`config.mk`:
```
export PLATFORM = sky130hd
export DESIGN_NAME = wb_b3_burst_master
export DESIGN_NICKNAME = d
export VERILOG_FILES = /design/src/rtl/wb_b3_burst_master.sv
export SDC_FILE = /design/constraint.sdc
export NUM_CORES = 1
export LEC_CHECK = 0
export BUFFER_PORTS_ARGS = -buffer_cell sky130_fd_sc_hd__buf_2
export CAP_MARGIN = 20
export CORE_MARGIN = 2
export CORE_UTILIZATION = 41
export DETAILED_ROUTE_END_ITERATION = 12
export GPL_TIMING_DRIVEN = 0
export HOLD_SLACK_MARGIN = 0.12
export PLACE_DENSITY_LB_ADDON = 0.08
export SLEW_MARGIN = 10
export SYNTH_ARGS = -nofsm -noshare
export SYNTH_HDL_FRONTEND = slang
export SYNTH_SLANG_ARGS = --single-unit
```
`constraint.sdc`:
```
create_clock -name wb_clk_i -period 1.5 [get_ports wb_clk_i]
set_input_delay 0.15 -clock wb_clk_i [delete_from_list [all_inputs] [get_ports wb_clk_i]]
set_output_delay 0.15 -clock wb_clk_i [all_outputs]
set_load 0.1 [all_outputs]
```
`src/rtl/wb_b3_burst_master.sv`:
```
// Wishbone B3 wrapping-burst master: one client request becomes one
// line-sized burst, critical word first, with err/rty handling.
// Ports: client req_*/busy/done/err, read beat rd_*, write data wr_*,
//        and the Wishbone B3 master bus wbm_*.
// Optional: define WB_B3_BURST_MASTER_TIMEOUT_EN for an 8-bit stb watchdog.
module wb_b3_burst_master #(
  parameter int dw        = 32,
  parameter int aw        = 32,
  parameter int burst_len = 4
) (
  input  logic                         wb_clk_i,
  input  logic                         wb_rst_i,
  input  logic                         req_i,
  input  logic                         req_we_i,
  input  logic [aw-1:0]                req_adr_i,
  output logic                         busy_o,
  output logic                         done_o,
  output logic                         err_o,
  output logic [dw-1:0]                rd_dat_o,
  output logic                         rd_vld_o,
  output logic [$clog2(burst_len)-1:0] rd_idx_o,
  input  logic [dw-1:0]                wr_dat_i,
  output logic                         wr_pop_o,
  output logic [aw-1:0]                wbm_adr_o,
  output logic [1:0]                   wbm_bte_o,
  output logic [2:0]                   wbm_cti_o,
  output logic                         wbm_cyc_o,
  output logic                         wbm_stb_o,
  output logic                         wbm_we_o,
  output logic [3:0]                   wbm_sel_o,
  output logic [dw-1:0]                wbm_dat_o,
  input  logic                         wbm_ack_i,
  input  logic                         wbm_err_i,
  input  logic                         wbm_rty_i,
  input  logic [dw-1:0]                wbm_dat_i
);

  localparam int L = $clog2(burst_len);
  localparam logic [1:0] BTE =
    (burst_len == 16) ? 2'b11 :
    (burst_len == 8)  ? 2'b10 : 2'b01;
  localparam logic [L-1:0] LAST = L'(burst_len - 1);

  typedef enum logic [2:0] {
    IDLE, BURST, RETRY, DONE, ERR
  } state_t;

  state_t state, state_nx;

  logic             we_q;
  logic [aw-3-L:0]  base;
  logic [L-1:0]     start;
  logic [L-1:0]     beat;
  logic [L-1:0]     idx;
  logic             last;
  logic             in_burst;
  logic             tmo;
  logic             abort;
  logic             beat_ack;
  logic             unused_ok;

  assign unused_ok = &{1'b0, req_adr_i[1:0]};

  assign in_burst = (state == BURST);
  // Index wraps inside the line; never carries into base.
  assign idx      = start + beat;
  assign last     = (beat == LAST);
  assign abort    = in_burst & (wbm_err_i | tmo);
  assign beat_ack = in_burst & wbm_ack_i & ~wbm_err_i
                  & ~wbm_rty_i & ~tmo;

`ifdef WB_B3_BURST_MASTER_TIMEOUT_EN
  logic [7:0] wdt;

  always_ff @(posedge wb_clk_i) begin
    if (wb_rst_i || !in_burst ||
        wbm_ack_i || wbm_err_i || wbm_rty_i)
      wdt <= '0;
    else if (wdt != 8'hff)
      wdt <= wdt + 8'd1;
  end

  assign tmo = in_burst & (wdt == 8'hff);
`else
  assign tmo = 1'b0;
`endif

  always_comb begin
    state_nx = state;
    case (state)
      IDLE:  if (req_i) state_nx = BURST;
      BURST: begin
        if (abort)
          state_nx = ERR;
        else if (wbm_rty_i)
          state_nx = RETRY;
        else if (wbm_ack_i && last)
          state_nx = DONE;
      end
      RETRY: state_nx = BURST;
      DONE:  state_nx = IDLE;
      ERR:   state_nx = IDLE;
      default: state_nx = IDLE;
    endcase
  end

  always_ff @(posedge wb_clk_i) begin
    if (wb_rst_i) begin
      state    <= IDLE;
      we_q     <= 1'b0;
      base     <= '0;
      start    <= '0;
      beat     <= '0;
      rd_dat_o <= '0;
      rd_idx_o <= '0;
      rd_vld_o <= 1'b0;
    end else begin
      state    <= state_nx;
      rd_vld_o <= 1'b0;
      if (state == IDLE && req_i) begin
        we_q  <= req_we_i;
        base  <= req_adr_i[aw-1:2+L];
        start <= req_adr_i[2+L-1:2];
        beat  <= '0;
      end
      if (beat_ack) begin
        beat <= beat + 1'b1;
        if (!we_q) begin
          rd_dat_o <= wbm_dat_i;
          rd_idx_o <= idx;
          rd_vld_o <= 1'b1;
        end
      end
    end
  end

  assign busy_o    = (state != IDLE);
  assign done_o    = (state == DONE);
  assign err_o     = (state == ERR);
  assign wbm_cyc_o = in_burst;
  assign wbm_stb_o = in_burst;
  assign wbm_we_o  = in_burst & we_q;
  assign wbm_adr_o = {base, idx, 2'b00};
  assign wbm_bte_o = BTE;
  assign wbm_cti_o = in_burst ? (last ? 3'b111 : 3'b010)
                              : 3'b000;
  assign wbm_sel_o = 4'hf;
  assign wbm_dat_o = wr_dat_i;
  assign wr_pop_o  = wbm_ack_i & wbm_we_o;

endmodule
```
==> results of run 1 <==
-- worst max-delay path: cells and delay by family, from the launching register on --
family | cells | cell delay, ns
AND/OR/NAND/NOR | 2 | 0.41
flip-flops | 1 | 0.38
buffers and inverters | 3 | 0.40
-- sequential cells by signal, indices dropped and copies added, names as in the netlist --
signal and count:
rd_dat_o 32, base 28, we_q 1, rd_vld_o 1
beat 2, state 3, rd_idx_o 2, start 2
-- power breakdown --
group          switching [mW]  internal, mW
registers              0.0657          1.95
clock network           0.776         0.650
logic                    1.38         0.589
total                    2.23          3.19
-- synth_stat cells (2+ instances only) --
| library cell | number | area share (%) |
|---|---|---|
| nand3b_1 | 2 | 0.49 |
| ha_1 | 2 | 0.81 |
| clkbuf_1 | 13 | 1.6 |
| conb_1 | 2 | 0.24 |
| nor3b_1 | 2 | 0.49 |
| buf_2 | 11 | 1.8 |
| dfxtp_1 | 71 | 46 |
| a21oi_1 | 68 | 11 |
| buf_4 | 45 | 11 |
| nand2_1 | 62 | 7.6 |
| nand3_1 | 35 | 5.7 |
| and3b_1 | 2 | 0.57 |
| clkbuf_2 | 2 | 0.33 |
| o311ai_0 | 2 | 0.57 |
| or3_1 | 2 | 0.41 |
| o21ai_1 | 12 | 2.0 |
| and2_1 | 3 | 0.61 |
| buf_6 | 4 | 1.5 |
| o21ai_0 | 22 | 3.6 |
-- repair_timing --
action,CTS,global route
hold buffers,64,0
cloned,5,0
endpoints found under the hold margin,64,0
gates resized for setup,69,115
buffers inserted,9,8
pin swaps,3,64
endpoints found under the setup margin,71,74
-- cell type report --
cell class / instances / area [µm²] / share of cell area (%)
Multi-Input combinational cell: 233 / 1550 / 27.09
Timing Repair Buffer: 259 / 1878 / 32.82
Buffer: 72 / 551.8 / 9.641
Tap cell: 99 / 123.9 / 2.164
Sequential cell: 71 / 1436 / 25.10
Clock buffer: 10 / 137.6 / 2.405
Clock inverter: 6 / 45.04 / 0.7871
-- worst max-delay path by stage --
stage / startpoint / end / slack (ns) / depth (start not counted)
after floorplan: state[1]$_SDFFE_PP0P_ / wbm_cti_o[2] / -0.75 / 4
after global placement: state[2]$_SDFFE_PP0P_ / wr_pop_o / -0.32 / 5
after detailed placement: state[2]$_SDFFE_PP0P_ / wr_pop_o / -0.32 / 5
after CTS: state[1]$_SDFFE_PP0P_ / wr_pop_o / -0.27 / 6
after global routing: state[2]$_SDFFE_PP0P_ / wr_pop_o / -0.30 / 5
final: state[2]$_SDFFE_PP0P_ / wr_pop_o / -0.21 / 5
-- logic make-up (layout without fill, tap and decap cells) --
group,count (synthesis),in the layout,synth area share [%]
AND/OR/NAND/NOR,116,116,18.21
AO/OA/AOI/OAI,106,106,17.64
buffers and inverters,75,347,16.14
flip-flops,71,71,46.18
adder cells (fa/ha/maj),2,2,0.8129
other,2,8,0.2440
XOR/XNOR,1,1,0.7723
-- stage by stage --
| step | area [µm²] | hold WS (ns) | instances | power [mW] | setup TNS (ns) |
|---|---|---|---|---|---|
| floorplan | 3156 | 0.2214 | 379 | 3.330 | -3.600 |
| global placement | 4150 | 0.3912 | 652 | 3.595 | -1.467 |
| detailed placement | 4150 | 0.3979 | 652 | 3.602 | -1.713 |
| CTS | 5285 | 0.1302 | 744 | 5.235 | -5.703 |
| global route | 5723 | 0.1680 | 750 | 5.590 | -9.244 |
| finish | 5723 | 0.1653 | 750 | 5.414 | -5.256 |
-- routing by layer --
layer	part of all wire (%)	up-vias
met1	39	1668
met3	6.5	12
met5	0	-
met4	1.4	0
li1	-	1766
met2	54	145
==> key figures, run 1 <==
Run status
  – Failing checks: negative setup slack
  – Outcome: complete, but fails checks

Clock tree
  – CTS buffer count: 9
  – Clock transition at the registers of the reported paths: ~0.080 ns
  – Clock Path Buffers: 2
  – TritonCTS clock tree: built
  – Clock Sink Count: 71
  – Clk_lat worst skew: approximately 0.35 ns
  – H-tree Lvls: 3
  – CTS Root Cell: clkbuf_8

Synth
  – Flops & latches, synth: between 70 and 80
  – Top FF cell, synth: dfxtp_1
  – Mean Syn Cell Area: a little over 8 µm²
  – Yosys warns: 0
  – Post-Synthesis Cells: 373
  – Mapped cell area: roughly 3100 µm²
  – Post-synth EDFFs: 0
  – Synth cell types: 30
  – Post-synth ARST share: 0%
  – Post-synthesis sequential area ratio: between 40% and 50%

Run
  – Max-Cap Viols: 0

Setup path
  – Worst r2r dst: base[22]$_SDFFE_PP0P_
  – Delay of the slowest critical-path stage: 0.38 ns
  – Worst EP required: roughly 1.4 ns
  – Worst Setup Path Type: reg -> out
  – Launching point of the worst reg2reg path: state[2]$_SDFFE_PP0P_
  – Worst reg2reg setup slack: -0.18 ns
  – R2R depth: 6
  – Worst Path Max Fanout: 6
  – Slowest CP cell: dfxtp_4
  – WP data arrival: between 1.5 and 2 ns
  – Setup crit end kind: primary output
  – Startpoint Class: flop
  – Critical path cell sequence: nor4bb_4 -> buf_4 -> buf_6 -> and2_4 -> buf_12

Floorplan
  – FP Rows: 31
  – Initial core utilization: a little over two fifths
  – # IOs: around 220
  – Die width: about 91 µm
  – CORE AREA: approximately 7300 µm²
  – Die area: a little over 8000 µm²
  – Die H: between 90 and 100 µm

Power and ir drop
  – Power Density: about 950 nW/µm²
  – P_leak: 2.667 nW
  – Peak VDD IR: ~0.67 mV

Detailed routing
  – Antenna-violating nets left: 0
  – Vias per inst: 4.788
  – WL/cell: 15.05 µm
  – Initial DRC Count: 110
  – Vias: 3,591
  – Routed WL: ~11,000 µm
  – DRC violations left: 0
  – Drt pass-1 iters: 4

GRT
  – Met2 Use GR: 41.36%
  – Grt total ovfl: 0
  – Initial antenna violation count: 0
  – Met1 usage: roughly 28%
  – Gr busiest metal: met2
  – Gr usage total: a little under a quarter
  – First-pass GRT wire length: 15,760 µm
  – Grt met3 use: just under 6%
  – Largest net degree at the start of global routing: 14
  – Vias in the first global route: between 3,000 and 4,000

STA
  – Relative slew slack: approximately 52%
  – Tcrit/Tclk final: 113.8%
  – Worst Skew: 0.01063 ns
  – Worst-Margin Slew: a little over 0.7 ns
  – Fin. Hold Viols: 0
  – PnR worst setup slack: -0.2076 ns
  – Final Setup Violations: 46
  – Max Freq: ~590 MHz
  – Min Tclk post-route: about 1.7 ns
  – Unrepaired setup endpoints after global routing: true
  – Final Max Slew Viols: 0

Placement
  – GPL Wtd Cong: 0.7731
  – Port Buffer Count: between 150 and 200
  – Pre-CTS setup slack: -0.3250 ns
  – Hpwl dp: about 6200 µm

Cells and area
  – Diode count: 0
  – Most frequent cells in the layout: buf_2, dfxtp_1, dlygate4sd3_1, buf_4, a21oi_1
  – Util after Layout: between 70% and 80%
  – Nets: 751
  – Filler Cells Inserted: between 400 and 500
  – Area grow syn2layout: 85.93%
  – Layout cells sized above 1: a little over half
  – Commonest non-fill, non-tap cell in the layout: buf_2

Worst hold path
  – Worst Hold Class: in -> reg
  – HP Start: req_i
  – Hold EP: state[0]$_SDFFE_PP0P_
  – WHS Path Cells: 3
No activity file was read; power rests on OpenSTA's default activity.
==> inputs of run 2 (changes only) <==
Settings changed: CORE_UTILIZATION 41 to 42, CTS_BUF_LIST from default to sky130_fd_sc_hd__clkbuf_2 sky130_fd_sc_hd__clkbuf_4 sky130_fd_sc_hd__clkbuf_8.
==> run 2 against run 1 <==
Net effect: the run still ends with negative setup slack left; hold slack lost 0.0024 ns; critical endpoint is now base[0]$_SDFFE_PP0P_; global-route usage grew 0.13 points; die area shrank 2.3%; combinational power increased by 4%; largest cell class unchanged; sequential share of layout area down 0.50 points.
==> key figures, run 2 (synthesized netlist as in run 1, its figures left out) <==
Run status
  – Outcome: complete, but fails checks
  – Failing checks: negative setup slack

Placement
  – GPL Wtd Cong: 0.8231 (+6.5%)
  – Hpwl dp: 6020 µm (-3.5%)
  – Port Buffer Count: 174 (unchanged)
  – Placement Cell Area: 4150 µm² (unchanged)
  – Pre-CTS setup slack: -0.3098 ns (+0.01512 ns)
  – Dpl cells: 652 (unchanged)

Power and ir drop
  – Seq pwr share: 35.8% (-1.4 points)
  – Power Density: 962.5 nW/µm² (+1.7%)
  – Switching power: 2.215 mW (-0.46%)
  – P_leak: 2.772 nW (+4.0%)
  – Internal: 3.416 mW (+7.1%)
  – Sw Ratio: 39.33% (-1.8 points)
  – Gate power share: 36.3% (about the same)
  – Clock power share: 28.0% (+1.7 points)
  – Peak VDD IR: 0.6091 mV (-9.1%)

Clock tree
  – CTS Root Cell: clkbuf_8
  – Clock Path Buffers: 2 (unchanged)
  – H-tree Lvls: 3 (unchanged)
  – Clk_lat worst skew: 0.36 ns (about the same)
  – Clock transition at the registers of the reported paths: 0.09 ns (about the same)
  – TritonCTS clock tree: built
  – Clock Sink Count: 71 (unchanged)
  – CTS buffer count: 9 (unchanged)

Detailed routing
  – DRC violations left: 0 (unchanged)
  – Vias per inst: 4.997 (+4.4%)
  – Routed WL: 12,140 µm (+7.5%)
  – Vias: 3,758 (+4.7%)
  – Initial DRC Count: 189 (+72%)
  – Antenna-violating nets left: 0 (unchanged)
  – Drt pass-1 iters: 5 (+1)
  – WL/cell: 16.14 µm (+7.2%)

Worst hold path
  – HP Start: req_i
  – Worst Hold Class: in -> reg
  – WHS Path Cells: 3 (unchanged)
  – Hold EP: state[0]$_SDFFE_PP0P_

GRT
  – Largest net degree at the start of global routing: 12 (-2)
  – Met2 Use GR: 43.32% (+2.0 points)
  – Met1 usage: 26.29% (-1.6 points)
  – First-pass GRT wire length: 14,770 µm (-6.3%)
  – Grt total ovfl: 0 (unchanged)
  – Gr busiest metal: met2
  – Initial antenna violation count: 0 (unchanged)
  – Gr usage total: 23.58% (+0.13 points)
  – Vias in the first global route: 3,264 (-1.8%)
  – Grt met3 use: 5.667% (-0.26 points)

Floorplan
  – Die width: 89.61 µm (-1.1%)
  – FP Rows: 31 (unchanged)
  – Die area: 8029 µm² (-2.3%)
  – CORE AREA: 7176 µm² (-1.1%)
  – Initial core utilization: 42.89% (+0.46 points)
  – Die H: 89.61 µm (-1.1%)
  – # IOs: 218 (unchanged)

Cells and area
  – Largest registers: rd_dat_o x32, base x28, state x3
  – Design Area, Final: 5851 µm² (+2.2%)
  – Nets: 753 (+0.27%)
  – Filler Cells Inserted: 429 (-12%)
  – Most frequent cells in the layout: buf_2, dfxtp_1, dlygate4sd3_1, buf_4, a21oi_1
  – Commonest non-fill, non-tap cell in the layout: buf_2
  – Layout cells sized above 1: 54.36% (-0.17 points)
  – Area grow syn2layout: 90.08%
  – Non-Filler Instances: 752 (+0.27%)
  – Biggest register: rd_dat_o
  – Max reg flops: 32 (unchanged)
  – Diode count: 0 (unchanged)

STA
  – Worst-Margin Slew: 0.7549 ns (+0.04135 ns)
  – Hold Slack: 0.1628 ns (-0.002447 ns)
  – Min Tclk post-route: 1.781 ns (+0.07304 ns)
  – Unrepaired setup endpoints after global routing: true
  – PnR worst setup slack: -0.2806 ns (-0.07304 ns)
  – Relative slew slack: 49.68% (-2.8 points)
  – Worst Skew: 0.02003 ns (+0.009400 ns)
  – Final Setup Violations: 47 (+2.2%)
  – Max Freq: 561.6 MHz (-4.1%)
  – Final Max Slew Viols: 0 (unchanged)
  – Fin. Hold Viols: 0 (unchanged)
  – Tcrit/Tclk final: 118.7% (+4.9 points)

Setup path
  – Worst reg2reg setup slack: -0.28 ns (-0.10 ns)
  – Worst EP required: 1.70 ns (+0.35 ns)
  – Worst Setup Path Type: reg -> reg
  – Setup crit end kind: flop
  – WP data arrival: 1.98 ns (+0.42 ns)
  – Startpoint Class: flop
  – Launching point of the worst reg2reg path: state[0]$_SDFFE_PP0P_
  – Worst r2r dst: base[0]$_SDFFE_PP0P_
  – R2R depth: 7 (+1)
  – Worst Path Max Fanout: 7 (+1)

Run
  – Max-Cap Viols: 0 (unchanged)
==> run 2: per-stage QoR <==
stage	total power, mW	TNS (ns)	utilization (%)
global placement	3.592	-0.9783	57.84
CTS	5.347	-3.798	73.41
global route	5.806	-11.32	81.53
detailed placement	3.599	-1.276	57.84
finish	5.631	-9.120	81.53
floorplan	3.330	-3.600	-
==> run 2: power groups by stage <==
stage	combinational (mW)	sequential, mW	clock [mW]
finish	2.04	2.01	1.57
global route	2.11	2.02	1.67
CTS	1.79	1.99	1.57
detailed placement	1.57	2.03	0
global placement	1.56	2.03	0
floorplan	0.875	2.46	0
==> run 2: repair_timing <==
item                                   4_1_cts  5_1_grt
cloned                                       2        2
endpoints found under the hold margin       64        0
pin swaps                                    3       32
gates resized for setup                     60      134
hold buffers                                64        0
buffers inserted                            10        8
setup endpoints to repair                   66       78
==> run 2: worst max-delay path, stage by stage, from the launching register on <==
cell and delay (ns):
dfxtp_2 0.33, buf_6 0.12, buf_4 0.13, or4b_4 0.57, buf_12 0.17, clkbuf_16 0.16, nand2_4 0.06, a21oi_1 0.07
==> run 2: per-layer routing <==
metal,up-vias,routed length (µm)
met2,177,6471
met1,1784,4569
met4,0,310
met5,-,0
li1,1770,-
met3,27,784
==> run 2: final cells by class <==
class / count / area [µm²] / share of cell area, %
clock buffer: 12 / 152.6 / 2.609
timing repair buffer: 260 / 1897 / 32.42
buffer: 73 / 589.3 / 10.07
multi-input combinational: 233 / 1604 / 27.42
sequential: 71 / 1439 / 24.59
clock inverter: 4 / 45.04 / 0.7699
tap: 99 / 123.9 / 2.117
==> run 2: worst max path at each step <==
stage | end | start | cells past startpoint
2_1_floorplan | wbm_cti_o[2] | state[1]$_SDFFE_PP0P_ | 4
3_3_place_gp | wr_pop_o | state[1]$_SDFFE_PP0P_ | 6
3_5_place_dp | wr_pop_o | state[1]$_SDFFE_PP0P_ | 6
4_1_cts | wr_pop_o | state[1]$_SDFFE_PP0P_ | 6
6_report | base[0]$_SDFFE_PP0P_ | state[0]$_SDFFE_PP0P_ | 7
5_1_grt | wbm_cti_o[2] | state[0]$_SDFFE_PP0P_ | 6
==> inputs of run 3 (changes only) <==
Settings changed: CORE_ASPECT_RATIO from default to 1.2, RECOVER_POWER from default to 50.
==> run 3 against run 2 <==
Net effect: the flow still finishes with violations (negative setup slack); critical path depth decreased by 2; clock skew decreased by 0.011 ns; count of clock-buffer cells in the layout decreased by 1; first-iteration DRC count decreased by 23%; flip-flop and latch count unchanged; non-clock buffer count decreased by 9; via count decreased by 1.9%; final cell count decreased by 2.4%; clock power increased by 11%; register-to-register slack improved by 0.16 ns; combinational power decreased by 4%; global-route usage increased by 0.85 points; critical path type is now reg -> out.
==> key figures, run 3 (synthesized netlist as in run 1, its figures left out) <==
Detailed routing
  – WL/cell: 15.86 µm (-1.7%)
  – Vias: 3,688 (-1.9%)
  – Initial DRC Count: 146 (-23%)
  – Drt pass-1 iters: 5 (unchanged)
  – Vias per inst: 5.025 (+0.54%)
  – Antenna-violating nets left: 0 (unchanged)
  – Routed WL: 11,640 µm (-4.1%)
  – DRC violations left: 0 (unchanged)

Setup path
  – Worst r2r dst: base[10]$_SDFFE_PP0P_
  – Worst Path Max Fanout: 5 (-2)
  – Worst Path Buf+Inv: 3 (-1)
  – Slowest CP cell: dfxtp_4
  – Worst Setup Path Type: reg -> out
  – Critical path cell sequence: nor4bb_1 -> buf_4 -> buf_6 -> and2_4 -> buf_12
  – Startpoint Class: flop
  – R2R depth: 6 (-1)
  – Launching point of the worst reg2reg path: state[0]$_SDFFE_PP0P_
  – WP data arrival: 1.54 ns (-0.44 ns)
  – Worst reg2reg setup slack: -0.12 ns (+0.16 ns)
  – CP delay by family, top: buffers and inverters
  – Worst EP required: 1.35 ns (-0.35 ns)
  – Delay of the slowest critical-path stage: 0.37 ns (-0.20 ns)
  – Setup crit end kind: primary output

STA
  – Relative slew slack: 22.29% (-27 points)
  – Unrepaired setup endpoints after global routing: true
  – Fin. Hold Viols: 0 (unchanged)
  – Final Max Slew Viols: 0 (unchanged)
  – Tcrit/Tclk final: 112.4% (-6.3 points)
  – Worst Skew: 0.008907 ns (-0.01112 ns)
  – PnR worst setup slack: -0.1855 ns (+0.09514 ns)
  – Worst-Margin Slew: 1.171 ns (+0.4158 ns)
  – Post-route setup TNS: -3.847 ns (+5.273 ns)
  – Min Tclk post-route: 1.685 ns (-0.09514 ns)
  – Max Freq: 593.3 MHz (+5.6%)
  – Final Setup Violations: 50 (+6.4%)

GRT
  – Largest net degree at the start of global routing: 13 (+1)
  – Gr busiest metal: met2
  – Met2 Use GR: 43.71% (+0.40 points)
  – Grt total ovfl: 0 (unchanged)
  – Initial antenna violation count: 0 (unchanged)
  – Gr usage total: 24.43% (+0.85 points)
  – Grt met3 use: 6.192% (+0.52 points)
  – Met1 usage: 26.84% (+0.55 points)
  – Vias in the first global route: 3,428 (+5.0%)
  – First-pass GRT wire length: 15,410 µm (+4.3%)

Clock tree
  – Clock Sink Count: 71 (unchanged)
  – CTS Root Cell: clkbuf_8
  – Clock Path Buffers: 2 (unchanged)
  – Clock transition at the registers of the reported paths: 0.07 ns (-0.02 ns)
  – CTS buffer count: 9 (unchanged)
  – Clk_lat worst skew: 0.34 ns (-0.02 ns)
  – TritonCTS clock tree: built
  – H-tree Lvls: 3 (unchanged)

Floorplan
  – FP Rows: 34 (+9.7%)
  – # IOs: 218 (unchanged)
  – Initial core utilization: 42.81% (-0.082 points)
  – Die H: 97.78 µm (+9.1%)
  – Die width: 82.15 µm (-8.3%)
  – Die area: 8032 µm² (about the same)
  – CORE AREA: 7189 µm² (+0.19%)

Cells and area
  – Diode count: 0 (unchanged)
  – Nets: 744 (-1.2%)
  – Filler Cells Inserted: 489 (+14%)
  – Most frequent cells in the layout: buf_2, dfxtp_1, dlygate4sd3_1, buf_4, clkbuf_1
  – Layout cells sized above 1: 48.29% (-6.1 points)
  – Largest registers: rd_dat_o x32, base x28, state x3
  – Area grow syn2layout: 83.94%
  – Max reg flops: 32 (unchanged)
  – Commonest non-fill, non-tap cell in the layout: buf_2
  – Biggest register: rd_dat_o

Worst hold path
  – Hold EP: state[1]$_SDFFE_PP0P_
  – WHS Path Cells: 3 (unchanged)
  – HP Start: wbm_ack_i
  – Worst Hold Class: in -> reg

Power and ir drop
  – Internal: 3.539 mW (+3.6%)
  – Gate power share: 34.3% (-2.0 points)
  – Switching power: 2.188 mW (-1.2%)
  – P_leak: 2.575 nW (-7.1%)
  – Power Density: 1011 nW/µm² (+5.1%)
  – Clock power share: 30.5% (+2.5 points)
  – Peak VDD IR: 0.7306 mV (+20%)
  – Seq pwr share: 35.2% (-0.6 points)
  – Sw Ratio: 38.21% (-1.1 points)
  – Power Total: 5.727 mW (+1.7%)

Placement
  – GPL Wtd Cong: 0.7626 (-7.4%)
  – Hpwl dp: 6123 µm (+1.7%)
  – Pre-CTS setup slack: -0.3324 ns (-0.02259 ns)
  – Port Buffer Count: 174 (unchanged)

Run status
  – Outcome: complete, but fails checks
  – Failing checks: negative setup slack

Run
  – Max-Cap Viols: 0 (unchanged)
[run 3: cell types whose count changed in the layout (fill, tap and decap cells not counted), moves of 4 or more]
cell,change
buf_2,-31
buf_12,-7
buf_4,-9
o21ai_0,+5
clkbuf_4,-4
buf_8,+7
o21ai_1,-4
nand2_4,-5
clkbuf_1,+33
nand2_2,+4
[run 3: cell type report]
type,count,area [µm²],area share [%]
plain buffers,72,550.5,9.724
multi-input cells,233,1548,27.34
clock buffers,11,151.4,2.674
well taps,90,112.6,1.989
repair buffers,252,1780,31.45
clock inverters,5,80.08,1.414
flip-flops and latches,71,1439,25.41
[run 3: through the flow]
step           area, µm²  utilization, %  hold WS [ns]  instances
2_1_floorplan       3156               -        0.2214        379
3_3_place_gp        4139           57.57        0.3920        643
3_5_place_dp        4139           57.57        0.3972        643
4_1_cts             5284           73.49        0.1519        733
5_1_grt             5662           78.75        0.1921        734
6_report            5662           78.75        0.2035        734
[run 3: tightest hold or removal path, delay by kind of cell]
family / cells / cell delay (ns)
AND/OR/NAND/NOR: 1 / 0.06
buffers and inverters: 1 / 0.12
AO/OA/AOI/OAI: 1 / 0.16
[run 3: worst max path at each step]
| stage | from | end | cells past startpoint |
|---|---|---|---|
| 3_5_place_dp | state[2]$_SDFFE_PP0P_ | wr_pop_o | 5 |
| 5_1_grt | state[2]$_SDFFE_PP0P_ | wr_pop_o | 5 |
| 4_1_cts | state[1]$_SDFFE_PP0P_ | wr_pop_o | 6 |
| 6_report | state[2]$_SDFFE_PP0P_ | wr_pop_o | 5 |
| 3_3_place_gp | state[2]$_SDFFE_PP0P_ | wr_pop_o | 5 |
| 2_1_floorplan | state[1]$_SDFFE_PP0P_ | wbm_cti_o[2] | 4 |
[run 3: what timing repair did]
item,4_1_cts,5_1_grt
hold buffers,65,0
setup endpoints to repair,70,74
buffers inserted,6,3
pin swaps,5,62
resized for setup,62,118
cloned,4,0
endpoints found under the hold margin,65,0
[run 3: power groups by stage]
stage	registers (mW)	logic (mW)	clock network [mW]
after detailed placement	2.03	1.57	0
final	2.01	1.96	1.75
after global placement	2.03	1.56	0
after CTS	1.99	1.80	1.78
after floorplan	2.46	0.875	0
after global routing	2.02	2.03	1.86
[run 3: layer usage]
layer  vias up  wire length (µm)
li1       1753                 -
met4         0               305
met5         -                 0
met1      1744              4189
met2       163              6424
met3        28               723
